$ cat src/rtl/branch_resolve_unit_pkg.sv
// Shared definitions for the branch resolve unit: FSM state encoding and default squash length.
package branch_resolve_unit_pkg;

    typedef enum logic {
        BRU_IDLE   = 1'b0,
        BRU_SQUASH = 1'b1
    } bru_state_t;

    localparam int unsigned BRU_FLUSH_CYCLES = 2;

endpackage

$ cat src/rtl/branch_resolve_unit_event_counter.sv
// Wrapping event counter with increment enable and asynchronous reset.
module bru_event_counter #(
    parameter int unsigned WIDTH = 32
) (
    input  logic             clk,
    input  logic             rst,
    input  logic             inc,
    output logic [WIDTH-1:0] count
);

    always_ff @(posedge clk or posedge rst) begin
        if (rst) begin
            count <= '0;
        end else if (inc) begin
            count <= count + WIDTH'(1);
        end
    end

endmodule

$ cat src/rtl/branch_resolve_unit.sv
// Execute-stage control-transfer resolver: predictor update, fetch redirect and wrong-path squash.
module branch_resolve_unit
    import branch_resolve_unit_pkg::*;
#(
    parameter int unsigned FLUSH_CYCLES = BRU_FLUSH_CYCLES,
    parameter int unsigned CNT_WIDTH    = 32
) (
    input  logic                 clk,
    input  logic                 rst,
    input  logic                 ex_valid,
    input  logic                 ex_stall,
    input  logic [31:0]          ex_pc,
    input  logic [31:0]          ex_pred_pc,
    input  logic                 ex_is_branch,
    input  logic                 ex_is_jal,
    input  logic                 ex_is_jalr,
    input  logic                 ex_taken,
    input  logic [31:0]          ex_target,
    output logic                 update_pred,
    output logic [31:0]          branch_inst_address,
    output logic [31:0]          resolved_next_pc,
    output logic                 predictor_wrong,
    output logic                 redirect_valid,
    output logic [31:0]          redirect_pc,
    output logic                 flush,
    output logic [CNT_WIDTH-1:0] branch_count,
    output logic [CNT_WIDTH-1:0] mispredict_count
);

    bru_state_t  state, state_next;
    logic [3:0]  sq_cnt, sq_cnt_next;
    logic [31:0] actual_pc;
    logic        resolve;
    logic        mispredict;

    assign resolve = ex_valid & ~ex_stall & (ex_is_branch | ex_is_jal | ex_is_jalr)
                   & (state == BRU_IDLE);

    // Decode priority JALR > JAL > branch when several flags are set.
    always_comb begin
        actual_pc = ex_pc + 32'd4;
        if (ex_is_jalr) begin
            actual_pc = ex_target & ~32'd1;
        end else if (ex_is_jal) begin
            actual_pc = ex_target;
        end else if (ex_is_branch && ex_taken) begin
            actual_pc = ex_target;
        end
    end

    assign mispredict = (actual_pc != ex_pred_pc);

    always_comb begin
        state_next  = state;
        sq_cnt_next = sq_cnt;
        case (state)
            BRU_IDLE: begin
                if (resolve && mispredict) begin
                    state_next  = BRU_SQUASH;
                    sq_cnt_next = 4'(FLUSH_CYCLES);
                end
            end
            BRU_SQUASH: begin
                sq_cnt_next = sq_cnt - 4'd1;
                if (sq_cnt == 4'd1) begin
                    state_next = BRU_IDLE;
                end
            end
            default: begin
                state_next  = BRU_IDLE;
                sq_cnt_next = '0;
            end
        endcase
    end

    always_ff @(posedge clk or posedge rst) begin
        if (rst) begin
            state               <= BRU_IDLE;
            sq_cnt              <= '0;
            update_pred         <= 1'b0;
            branch_inst_address <= '0;
            resolved_next_pc    <= '0;
            predictor_wrong     <= 1'b0;
            redirect_valid      <= 1'b0;
            redirect_pc         <= '0;
        end else begin
            state          <= state_next;
            sq_cnt         <= sq_cnt_next;
            update_pred    <= resolve;
            // Only the entry into SQUASH raises redirect_valid, so it covers its first cycle alone.
            redirect_valid <= resolve & mispredict;
            if (resolve) begin
                branch_inst_address <= ex_pc;
                resolved_next_pc    <= actual_pc;
                predictor_wrong     <= mispredict;
            end
            if (resolve && mispredict) begin
                redirect_pc <= actual_pc;
            end
        end
    end

    assign flush = (state == BRU_SQUASH);

    bru_event_counter #(.WIDTH(CNT_WIDTH)) u_branch_counter (
        .clk   (clk),
        .rst   (rst),
        .inc   (resolve),
        .count (branch_count)
    );

    bru_event_counter #(.WIDTH(CNT_WIDTH)) u_mispredict_counter (
        .clk   (clk),
        .rst   (rst),
        .inc   (resolve & mispredict),
        .count (mispredict_count)
    );

endmodule

$ cat config.mk
export PLATFORM = sky130hd
export DESIGN_NAME = branch_resolve_unit
export DESIGN_NICKNAME = d
export VERILOG_FILES = /design/src/rtl/branch_resolve_unit_pkg.sv /design/src/rtl/branch_resolve_unit_event_counter.sv /design/src/rtl/branch_resolve_unit.sv
export SDC_FILE = /design/constraint.sdc
export NUM_CORES = 1
export LEC_CHECK = 0
export CAP_MARGIN = 10
export CELL_PAD_IN_SITES_DETAIL_PLACEMENT = 1
export CELL_PAD_IN_SITES_GLOBAL_PLACEMENT = 2
export CORE_ASPECT_RATIO = 0.7
export CORE_MARGIN = 2
export CORE_UTILIZATION = 31
export DETAILED_ROUTE_END_ITERATION = 10
export GPL_ROUTABILITY_DRIVEN = 0
export PLACE_DENSITY_LB_ADDON = 0.1
export SETUP_SLACK_MARGIN = 0.3
export SYNTH_ARGS = -nofsm -noshare
export SYNTH_HDL_FRONTEND = slang
export SYNTH_SLANG_ARGS = --single-unit
export TNS_END_PERCENT = 50
$ cat constraint.sdc
create_clock -name clk -period 12.4 [get_ports clk]
set_input_delay 3.72 -clock clk [delete_from_list [all_inputs] [get_ports clk]]
set_output_delay 3.72 -clock clk [all_outputs]
set_load 0.05 [all_outputs]
==> impl_metrics.csv <==
group,metric,value,unit
power,clockPowerShare,20.1,%
clock_network,cts_num_sinks,168,
yosys,syn_inst,960,
yosys,synth_area_per_cell,9.417,um^2
power,p_seq_share,30.1,%
placed_design,postPlaceCellArea,12030,um^2
worst_setup_path,r2r.worst_path.cells,10,
yosys,synth_fp_nets,1069,
clock_network,clk_pin_slew_worst_paths,70,ps
finish,post-route-util,43.82,%
clock_network,ctsLongestPathBuffers,2,
routing,firstDrtPassIters,4,
clock_network,cts-buffers-inserted,17,
min_path,holdPathStages,1,
placed_design,placed_cells,1562,
min_path,hp-start,"u_mispredict_counter.count[31]",
worst_setup_path,r2r_end,"u_mispredict_counter.count[15]",
worst_setup_path,crit_fanout,50,
clock_network,cts_hold_buf,0,
flow_run,cap_viol_max_count,0,
worst_setup_path,arrival,8810,ps
clock_network,cts_tree,"done",
floorplan,ioPinCount,268,
power,power_switching,1314,uW
power,p_comb_share,49.8,%
yosys,synth_ff_type,"dfrtp_1",
routing,wl,33540,um
floorplan,fp.coreArea,28820,um^2
min_path,min_to,"u_mispredict_counter.count[31]",
finish,post_route_cells_drive_above_1_share,6.826,%
worst_setup_path,worstSetupPathType,"primary input to register",
timing,setup_viol,0,
worst_setup_path,path_cells,"clkdlybuf4s50_1 -> ha_1 -> nand3_1 -> nor3_2 -> nand3_1 -> a211oi_1 -> nand4_1 -> or4_1 -> o31ai_4 -> buf_4 -> inv_2 -> and4_1 -> xor2_1",
worst_setup_path,path_buf_inv,3,
worst_setup_path,ff2ff_setup_slack,8590,ps
grt,grt_use_met3,7.225,%
finish,instances_no_fill,1596,
yosys,async_reset_ff_share,100.0,%
yosys,syn_area,9040,um^2
min_path,hp-class,"register to register",
timing,min_period,8483,ps
routing,vias,7890,
floorplan,die_width,208.1,um
grt,met1_usage,32.02,%
timing,final-max-slew-violation-count,0,
timing,fin_tns_setup,0,ps
placed_design,dp_hpwl,25450,um
grt,grt_pass1_vias,8197,
timing,clock_skew,10.56,ps
clock_network,htree_levels,4,
routing,drc,0,
power,ir_drop,110.6,uV
clock_network,post-cts-setup-buffer-count,0,
yosys,ys_ff_latch,168,
worst_setup_path,cp_top_family,"simple AND/OR/NAND/NOR gates",
clock_network,cts-resized-gates,0,
floorplan,start_util,31.36,%
grt,use_met2,33.44,%
finish,nets,1312,
power,internal_power,1520,uW
grt,grt_pass1_wl,52020,um
timing,rsz0062_at_grt,"false",
routing,drt_iter0_markers,437,
finish,syn2layout_area_growth,39.71,%
yosys,synth-edff-count,0,
worst_setup_path,crit_top_cell,"nand3_1",
timing,period_share,68.41,%
worst_setup_path,crit_path_end_kind,"register",
yosys,yosys.area.top_type,"dfrtp_1",
clock_network,cts_root_buffer,"clkbuf_16",
timing,max-slew-margin-rel,29.03,%
floorplan,dieArea,30570,um^2
yosys,yosys-top-cells-area,"dfrtp_1, nand2_1, xnor2_1",
grt,antenna_found_initial,3,
routing,wire_per_inst,21.02,um
timing,fmax,117.9,MHz
timing,worst_slew_pin_slew,1065,ps
worst_setup_path,slowest_stage,"nor3_2",
placed_design,portBuffers,267,
routing,vias_per_cell,4.944,
timing,hold_slack,471.5,ps
worst_setup_path,r2r-start,"flush",
floorplan,chipHeight,146.9,um
clock_network,worstSkewPairLatency,450,ps
yosys,ys_types,62,
yosys,synth_top_area_share,46.51,%
finish,finish.instance_area,12630,um^2
grt,grtUsageTotal,22.52,%
power,p_leak,0.005451,uW
status,outcome,"finished, final reports clean",
grt,grt_max_degree,92,
timing,finalHoldViolCount,0,
worst_setup_path,setup.worst_path.start_class,"primary input",
worst_setup_path,max_stage_delay,770,ps
finish,fillCellCount,3277,
grt,overflow,0,
power,pwr_density_cell,224.4,nW/um^2
yosys,synth_warnings,0,
floorplan,num_rows,52,
worst_setup_path,worstPathRequired,12730,ps
grt,grt_busiest_layer,"met2",
yosys,yosysSeqAreaShare,46.51,%
power,switching_share,46.35,%
worst_setup_path,crit_cells,13,
routing,final_antenna_net_count,0,
==> cell usage in the layout (no fill, tap or decap), drive strengths merged, types with 3 or more instances in the layout <==
| cell type | count |
|---|---|
| nor4 | 23 |
| o311ai | 3 |
| buf | 8 |
| and4 | 5 |
| nand3b | 5 |
| or3 | 5 |
| nand2b | 6 |
| mux2i | 12 |
| o22ai | 5 |
| xnor3 | 3 |
| nor3b | 3 |
| mux2 | 32 |
| nand4 | 24 |
| clkdlybuf4s50 | 267 |
| clkinvlp | 3 |
| clkinv | 4 |
| nand3 | 43 |
| nor2b | 5 |
| bufinv | 3 |
| a21oi | 12 |
| a211o | 3 |
| xnor2 | 62 |
| a2111oi | 3 |
| o21ai | 47 |
| a31oi | 5 |
| xor2 | 59 |
| inv | 27 |
| nand2 | 236 |
| and3 | 16 |
| and2 | 3 |
| or4 | 5 |
| clkbuf | 18 |
| dfrtp | 168 |
| a211oi | 5 |
| ha | 5 |
| nor2 | 37 |
| nor3 | 21 |
==> kinds of logic (layout without fill, tap and decap cells) <==
logic type	Yosys count	after routing	share of synthesized area (%)
xor gates and xnor gates	125	125	12.73
AOI/OAI and AO/OA	104	104	7.377
muxes	44	44	6.270
DFF	168	168	46.51
and+or+nand+nor	440	440	22.77
other	0	2	0
buffers and inverters	74	330	3.654
adders and majority gates	5	5	0.6920
==> per-stage QoR <==
stage	power (uW)	setup slack [ps]
after floorplan	1744	4133
after global placement	2270	3590
after detailed placement	2287	3478
after CTS	2870	3941
after global routing	2973	3636
final	2834	3917
==> Yosys cell counts, types with 4 or more instances <==
library cell / instances
nand4_1: 23
xnor2_1: 62
mux2_2: 7
nand3b_1: 5
inv_1: 22
nor2_1: 37
buf_4: 5
a31oi_1: 5
mux2_4: 22
buf_2: 8
mux2i_1: 11
clkbuf_1: 32
a21oi_1: 12
o22ai_1: 5
or3_1: 5
xor2_1: 59
nand2_1: 236
o21ai_0: 47
nor4_1: 22
dfrtp_1: 168
nor2b_1: 5
nand3_1: 42
nand2b_1: 6
a211oi_1: 4
and3_1: 16
or4_1: 5
ha_1: 5
and4_1: 5
nor3_1: 19
==> cell type report <==
type                            count  area (um^2)  area share, %
Inverter                           23        93.84         0.7430
Clock buffer                       18        429.2          3.398
Sequential cell                   168         4204          33.29
Clock inverter                     14        170.2          1.347
Multi-Input combinational cell    718         4522          35.80
Tap cell                          378        473.0          3.745
Timing Repair Buffer              275         2733          21.64
Antenna cell                        2        5.005        0.03963
==> how the worst max path moves through the flow <==
stage                   from                              to  slack, ps
floorplan                rst          branch_inst_address[0]       4130
global placement    ex_pc[2]  u_mispredict_counter.count[15]       3590
detailed placement  ex_pc[2]  u_mispredict_counter.count[15]       3480
CTS                 ex_pc[2]  u_mispredict_counter.count[15]       3940
global route        ex_pc[2]  u_mispredict_counter.count[15]       3640
finish              ex_pc[2]  u_mispredict_counter.count[15]       3920
==> layer usage <==
layer	share of wire (%)	vias up
met1	49	3898
met3	6.8	26
met4	1.1	2
li1	-	3769
met5	0.039	-
met2	43	195
==> registers in the layout, summed over array words and instances (netlist names) <==
register	flops
sq_cnt	4
flush	1
resolved_next_pc	32
update_pred	1
branch_inst_address	32
redirect_pc	32
u_mispredict_counter.count	32
u_branch_counter.count	32
predictor_wrong	1
redirect_valid	1
==> power groups by stage <==
stage          Clock, uW  Combinational (uW)  Sequential, uW
4_1_cts              585                1430             856
6_report             569                1410             854
2_1_floorplan          0                 282            1460
3_3_place_gp           0                1410             856
3_5_place_dp           0                1430             862
5_1_grt              606                1490             880
No activity file was read; power rests on OpenSTA's default activity.
